$ cat config.mk
export PLATFORM = sky130hd
export DESIGN_NAME = cmp_nic_flat
export DESIGN_NICKNAME = d
export VERILOG_FILES = /design/src/rtl/cmp_nic_if.sv /design/src/rtl/cmp_nic.sv /design/src/flat_wrapper.sv
export SDC_FILE = /design/constraint.sdc
export NUM_CORES = 1
export LEC_CHECK = 0
export CAP_MARGIN = 20
export CORE_MARGIN = 4
export CORE_UTILIZATION = 35
export DETAILED_ROUTE_END_ITERATION = 16
export PLACE_DENSITY = 0.61
export SETUP_SLACK_MARGIN = 0.05
export SLEW_MARGIN = 15
export SYNTH_ARGS = -nofsm -noshare
export SYNTH_HDL_FRONTEND = slang
export SYNTH_SLANG_ARGS = --single-unit
$ cat constraint.sdc
create_clock -name clk -period 3.3 [get_ports clk]
set_input_delay 0.66 -clock clk [delete_from_list [all_inputs] [get_ports clk]]
set_output_delay 0.66 -clock clk [all_outputs]
set_load 0.02 [all_outputs]
$ cat src/rtl/cmp_nic_if.sv
// Processor access port and router local port of the NIC, bundled for cmp_nic.
// The slave modport is the NIC side. The master modport is the processor/router environment side.
interface cmp_nic_if #(
    parameter int DATA_WIDTH = 64,
    parameter int ADDR_WIDTH = 2
);
    logic [0:ADDR_WIDTH-1] addr;
    logic [0:DATA_WIDTH-1] d_in;
    logic [0:DATA_WIDTH-1] d_out;
    logic                  nicEn;
    logic                  nicWrEn;
    logic                  net_si;
    logic                  net_ri;
    logic [0:DATA_WIDTH-1] net_di;
    logic                  net_so;
    logic                  net_ro;
    logic [0:DATA_WIDTH-1] net_do;
    logic                  net_polarity;

    modport slave (
        input  addr, d_in, nicEn, nicWrEn,
        input  net_si, net_di, net_ro, net_polarity,
        output d_out, net_ri, net_so, net_do
    );

    modport master (
        output addr, d_in, nicEn, nicWrEn,
        output net_si, net_di, net_ro, net_polarity,
        input  d_out, net_ri, net_so, net_do
    );
endinterface

$ cat src/rtl/cmp_nic.sv
// NIC responder with one-entry input (router->cpu) and output (cpu->router) buffers.
// Bit 0 of a packet is its VC bit; the output packet is only offered while the VC bit matches router polarity.
module cmp_nic #(
    parameter int DATA_WIDTH = 64,
    parameter int ADDR_WIDTH = 2
) (
    input  logic             clk,
    input  logic             reset,
    cmp_nic_if.slave         bus
);
    localparam logic [0:ADDR_WIDTH-1] A_IB  = 2'd0;
    localparam logic [0:ADDR_WIDTH-1] A_IBS = 2'd1;
    localparam logic [0:ADDR_WIDTH-1] A_OB  = 2'd2;
    localparam logic [0:ADDR_WIDTH-1] A_OBS = 2'd3;

    logic [0:DATA_WIDTH-1] ib_q, ib_d;
    logic [0:DATA_WIDTH-1] ob_q, ob_d;
    logic [0:DATA_WIDTH-1] d_out_q, d_out_d;
    logic                  ibs_q, ibs_d;
    logic                  obs_q, obs_d;

    logic accept, xfer, ld, st;

    assign bus.net_ri = ~ibs_q;
    assign bus.net_so = obs_q & (ob_q[0] == bus.net_polarity);
    assign bus.net_do = ob_q;
    assign bus.d_out  = d_out_q;

    assign accept = bus.net_si & ~ibs_q;
    assign xfer   = bus.net_so & bus.net_ro;
    assign ld     = bus.nicEn & ~bus.nicWrEn;
    assign st     = bus.nicEn & bus.nicWrEn;

    always_comb begin
        ib_d    = ib_q;
        ibs_d   = ibs_q;
        ob_d    = ob_q;
        obs_d   = obs_q;
        d_out_d = d_out_q;

        // Accept needs ibs=0 and the addr0 drain needs ibs=1, so they never collide.
        if (accept) begin
            ib_d  = bus.net_di;
            ibs_d = 1'b1;
        end else if (ld && bus.addr == A_IB && ibs_q) begin
            ibs_d = 1'b0;
        end

        // A store into a full buffer is dropped even if that buffer drains this same edge.
        if (st && bus.addr == A_OB && !obs_q) begin
            ob_d  = bus.d_in;
            obs_d = 1'b1;
        end else if (xfer) begin
            obs_d = 1'b0;
        end

        if (ld) begin
            unique case (bus.addr)
                A_IB:    d_out_d = ib_q;
                A_IBS:   d_out_d = {{(DATA_WIDTH-1){1'b0}}, ibs_q};
                A_OB:    d_out_d = ob_q;
                A_OBS:   d_out_d = {{(DATA_WIDTH-1){1'b0}}, obs_q};
                default: d_out_d = d_out_q;
            endcase
        end
    end

    always_ff @(posedge clk or negedge reset) begin
        if (!reset) begin
            ib_q    <= '0;
            ob_q    <= '0;
            d_out_q <= '0;
            ibs_q   <= 1'b0;
            obs_q   <= 1'b0;
        end else begin
            ib_q    <= ib_d;
            ob_q    <= ob_d;
            d_out_q <= d_out_d;
            ibs_q   <= ibs_d;
            obs_q   <= obs_d;
        end
    end
endmodule

$ cat src/flat_wrapper.sv
// flat-port wrapper written by rule: the top's interface ports become plain ports
module cmp_nic_flat 
#(
    parameter int DATA_WIDTH = 64,
    parameter int ADDR_WIDTH = 2
)
  (clk, reset, bus_addr, bus_d_in, bus_nicEn, bus_nicWrEn, bus_net_si, bus_net_di, bus_net_ro, bus_net_polarity, bus_d_out, bus_net_ri, bus_net_so, bus_net_do);
  cmp_nic_if #(.DATA_WIDTH(DATA_WIDTH), .ADDR_WIDTH(ADDR_WIDTH)) bus_i ();
  input  logic clk;
  input  logic reset;
  input wire logic [$bits(bus_i.addr)-1:0] bus_addr;
  input wire logic [$bits(bus_i.d_in)-1:0] bus_d_in;
  input wire logic [$bits(bus_i.nicEn)-1:0] bus_nicEn;
  input wire logic [$bits(bus_i.nicWrEn)-1:0] bus_nicWrEn;
  input wire logic [$bits(bus_i.net_si)-1:0] bus_net_si;
  input wire logic [$bits(bus_i.net_di)-1:0] bus_net_di;
  input wire logic [$bits(bus_i.net_ro)-1:0] bus_net_ro;
  input wire logic [$bits(bus_i.net_polarity)-1:0] bus_net_polarity;
  output wire logic [$bits(bus_i.d_out)-1:0] bus_d_out;
  output wire logic [$bits(bus_i.net_ri)-1:0] bus_net_ri;
  output wire logic [$bits(bus_i.net_so)-1:0] bus_net_so;
  output wire logic [$bits(bus_i.net_do)-1:0] bus_net_do;
  assign bus_i.addr = bus_addr;
  assign bus_i.d_in = bus_d_in;
  assign bus_i.nicEn = bus_nicEn;
  assign bus_i.nicWrEn = bus_nicWrEn;
  assign bus_i.net_si = bus_net_si;
  assign bus_i.net_di = bus_net_di;
  assign bus_i.net_ro = bus_net_ro;
  assign bus_i.net_polarity = bus_net_polarity;
  assign bus_d_out = bus_i.d_out;
  assign bus_net_ri = bus_i.net_ri;
  assign bus_net_so = bus_i.net_so;
  assign bus_net_do = bus_i.net_do;
  cmp_nic #(.DATA_WIDTH(DATA_WIDTH), .ADDR_WIDTH(ADDR_WIDTH)) u_core (.clk(clk), .reset(reset), .bus(bus_i));
endmodule
==> results.txt <==
Synth area leader - dfrtp_1
Outcome - finished clean
Pin count of the biggest net entering global routing - 69
Antenna violation net count after detailed routing - 0
Chip height - 157 µm
Routed len/inst - 18.9 µm
Gr usage total - 16.9%
Max incr delay on CP - 0.63 ns
Total routed wirelength - 20900 µm
Sequential share of the synthesized area - 62.1%
Post-synth top cells - 194 x dfrtp_1, 118 x mux2_2, 63 x mux2i_1, 63 x nand2_1, 49 x o21ai_0
Crit path DAT - 1.98 ns
Tcrit/Tclk final - 80.1%
Worst path top cell family by delay - buffers and inverters
Power Total - 9.98 mW
Top cell by count, worst path - clkdlybuf4s50_1
PortBufs - 266
Die Wd - 157 µm
Worst Max-Slew Pin Slew - 0.781 ns
GRT overflow - 0
Rows - 54
Leak - 4.87 nW
Post-synth EDFFs - 0
Tmin final - 2.64 ns
Hold Vio Cnt, Final - 0
Max H-tree Level - 4
Worst slew margin - 47.9%
Cell with the most instances after synthesis - dfrtp_1
Power Dens Cells - 877 mW/mm²
Register bit total from synthesis - 194
CP Class - input port to primary output
Final slew viol count - 0
Total number of vias - 5352
# DRC - 0
Final setup TNS - 0 ns
Post-CTS Resized - 0
First-pass DRT Iterations - 4
Syn Nets - 696
Full die area - 0.0248 mm²
Hold_buf cts - 0
Initial antenna violation count - 0
Hold Path Class - input port to asynchronous set/reset pin
Vias per cell - 4.82
Worst reg2reg setup slack - 1.69 ns
Clock Skew - 0.00952 ns
Vias in the first global route - 5826
Post-synthesis cell count - 559
Worst-path clk slew - 0.07 ns
CTS sink count - 194
ANT cells - 0
Detailed Place HPWL - 14800 µm
Share of the synthesized area in the top cell type - 62.1%
Gp weighted congestion - 0.796
Fmax - 378 MHz
Top FF cell, synth - dfrtp_1
Syn avg cell area - 14.0 µm²
CP Launch Type - input port
Core area - 0.0219 mm²
Worst path bufs/invs - 2
Total CTS buffers - 17
Maxcap violations - 0
Area grow syn2layout - 45.4%
Synthesis Warnings - 0
Slowest CP cell - clkdlybuf4s50_1
Synth unique cells - 23
Clock buffer depth - 2
Initial core utilization - 35.7%
Synth top area cells - dfrtp_1 62%, mux2_2 17%, mux2i_1 8.1%, o21ai_0 3.1%, nand2_1 3.0%
Post-CTS setup buffer count - 0
Final Setup Violations - 0
Initial DRC Count - 169
Layout Nets - 957
Post-synthesis async set-or-reset flop share - 100%
Root Buffer - clkbuf_16
Clock Latency Late Sink - 0.42 ns
First-pass GRT wire length - 32300 µm
Crit path max fanout - 2
Critical Path, Cell by Cell - clkdlybuf4s50_1 -> xor2_1 -> nor2_1 -> clkdlybuf4s50_1
I/O pins - 267
TritonCTS clock tree - yes
Fraction of layout cells with a size suffix above 1 - 19.8%
Maximum VDD drop - 464 µV
Mapped Area - 0.00782 mm²
Crit. End Element - primary output
Critical Path RT - 2.64 ns
RSZ-0062 raised after global routing - false
==> where the power goes <==
part | internal (mW) | switching [mW]
clock | 1.27 | 0.884
sequential | 3.39 | 0.692
combinational | 2.07 | 1.68
==> state kept, by name, indices dropped and copies added, names as in the netlist <==
signal             cells
u_core.bus.d_out      64
u_core.bus.net_do     64
u_core.ib_q           64
u_core.ibs_q           1
u_core.obs_q           1
==> kinds of logic (layout without fill, tap and decap cells) <==
group           Yosys count  count (layout)  share of synthesized area [%]
flops                   194             194                           62.1
mux                     193             193                           26.9
simple gates             70              70                           3.95
compound gates           65              65                           4.22
buf+inv                  36             307                           2.72
xor+xnor                  1               1                          0.112
==> metal layers <==
layer	vias up	share of wire (%)	GRT usage (%)
met4	0	1.8	4.71
met1	2686	40	20.2
met2	170	51	29.4
met3	19	7.3	5.39
met5	-	0	0
li1	2477	-	-
==> placed cells by master (no fill, tap or decap) <==
cell type and n:
a22oi_1 1, clkinvlp_4 3, clkinv_4 1, mux2i_1 63, clkbuf_8 1, mux4_2 1
nand2b_1 1, nand4b_4 1, inv_1 2, o21ai_0 49, buf_12 4, nand2b_2 1
inv_6 3, o21ai_1 14, nor2b_4 1, clkbuf_1 1, nor2_1 1, nand2_1 63
or2_2 1, mux2_2 118, xor2_1 1, mux2_1 11, clkbuf_16 17, o31ai_1 1
nor2_8 1, bufinv_16 4, buf_4 7, dfrtp_1 194, clkdlybuf4s50_1 264
==> worst reg2reg max path: stages, from the launching register on <==
cell and delay (ns):
dfrtp_1 0.49, nor2_8 0.38, buf_12 0.25, mux2_2 0.38
==> final cells by class <==
type / count / area, µm²
Clock buffer: 18 / 429
Multi-Input combinational cell: 329 / 2760
Inverter: 2 / 7.51
Clock inverter: 11 / 178
Tap cell: 280 / 350
Sequential cell: 194 / 4850
Fill cell: 1913 / 10500
Timing Repair Buffer: 276 / 2790
==> worst paths after layout <==
check	start	end	depth (start not counted)
hold reg to reg	u_core.bus.d_out[32]	u_core.bus.d_out[32]	2
hold / removal	reset	u_core.bus.net_do[15]	1
min in group clk	u_core.bus.d_out[32]	u_core.bus.d_out[32]	2
setup / recovery	bus_net_polarity	bus_net_so	4
max in group asynchronous	reset	u_core.bus.d_out[22]	2
setup reg to reg	u_core.obs_q	u_core.bus.net_do[3]	3
==> per-stage QoR <==
stage | setup WS, ns | hold WS, ns | cells | cell area [µm²] | utilization, %
2_1_floorplan | 1.53 | 0.364 | 559 | 7820 | -
3_3_place_gp | 0.624 | 0.463 | 1081 | 10800 | 49.2
3_5_place_dp | 0.533 | 0.470 | 1081 | 10800 | 49.2
4_1_cts | 0.654 | 0.238 | 1110 | 11400 | 51.9
5_1_grt | 0.602 | 0.240 | 1110 | 11400 | 51.9
6_report | 0.656 | 0.211 | 1110 | 11400 | 51.9
Power figures use the tool's default switching activity.
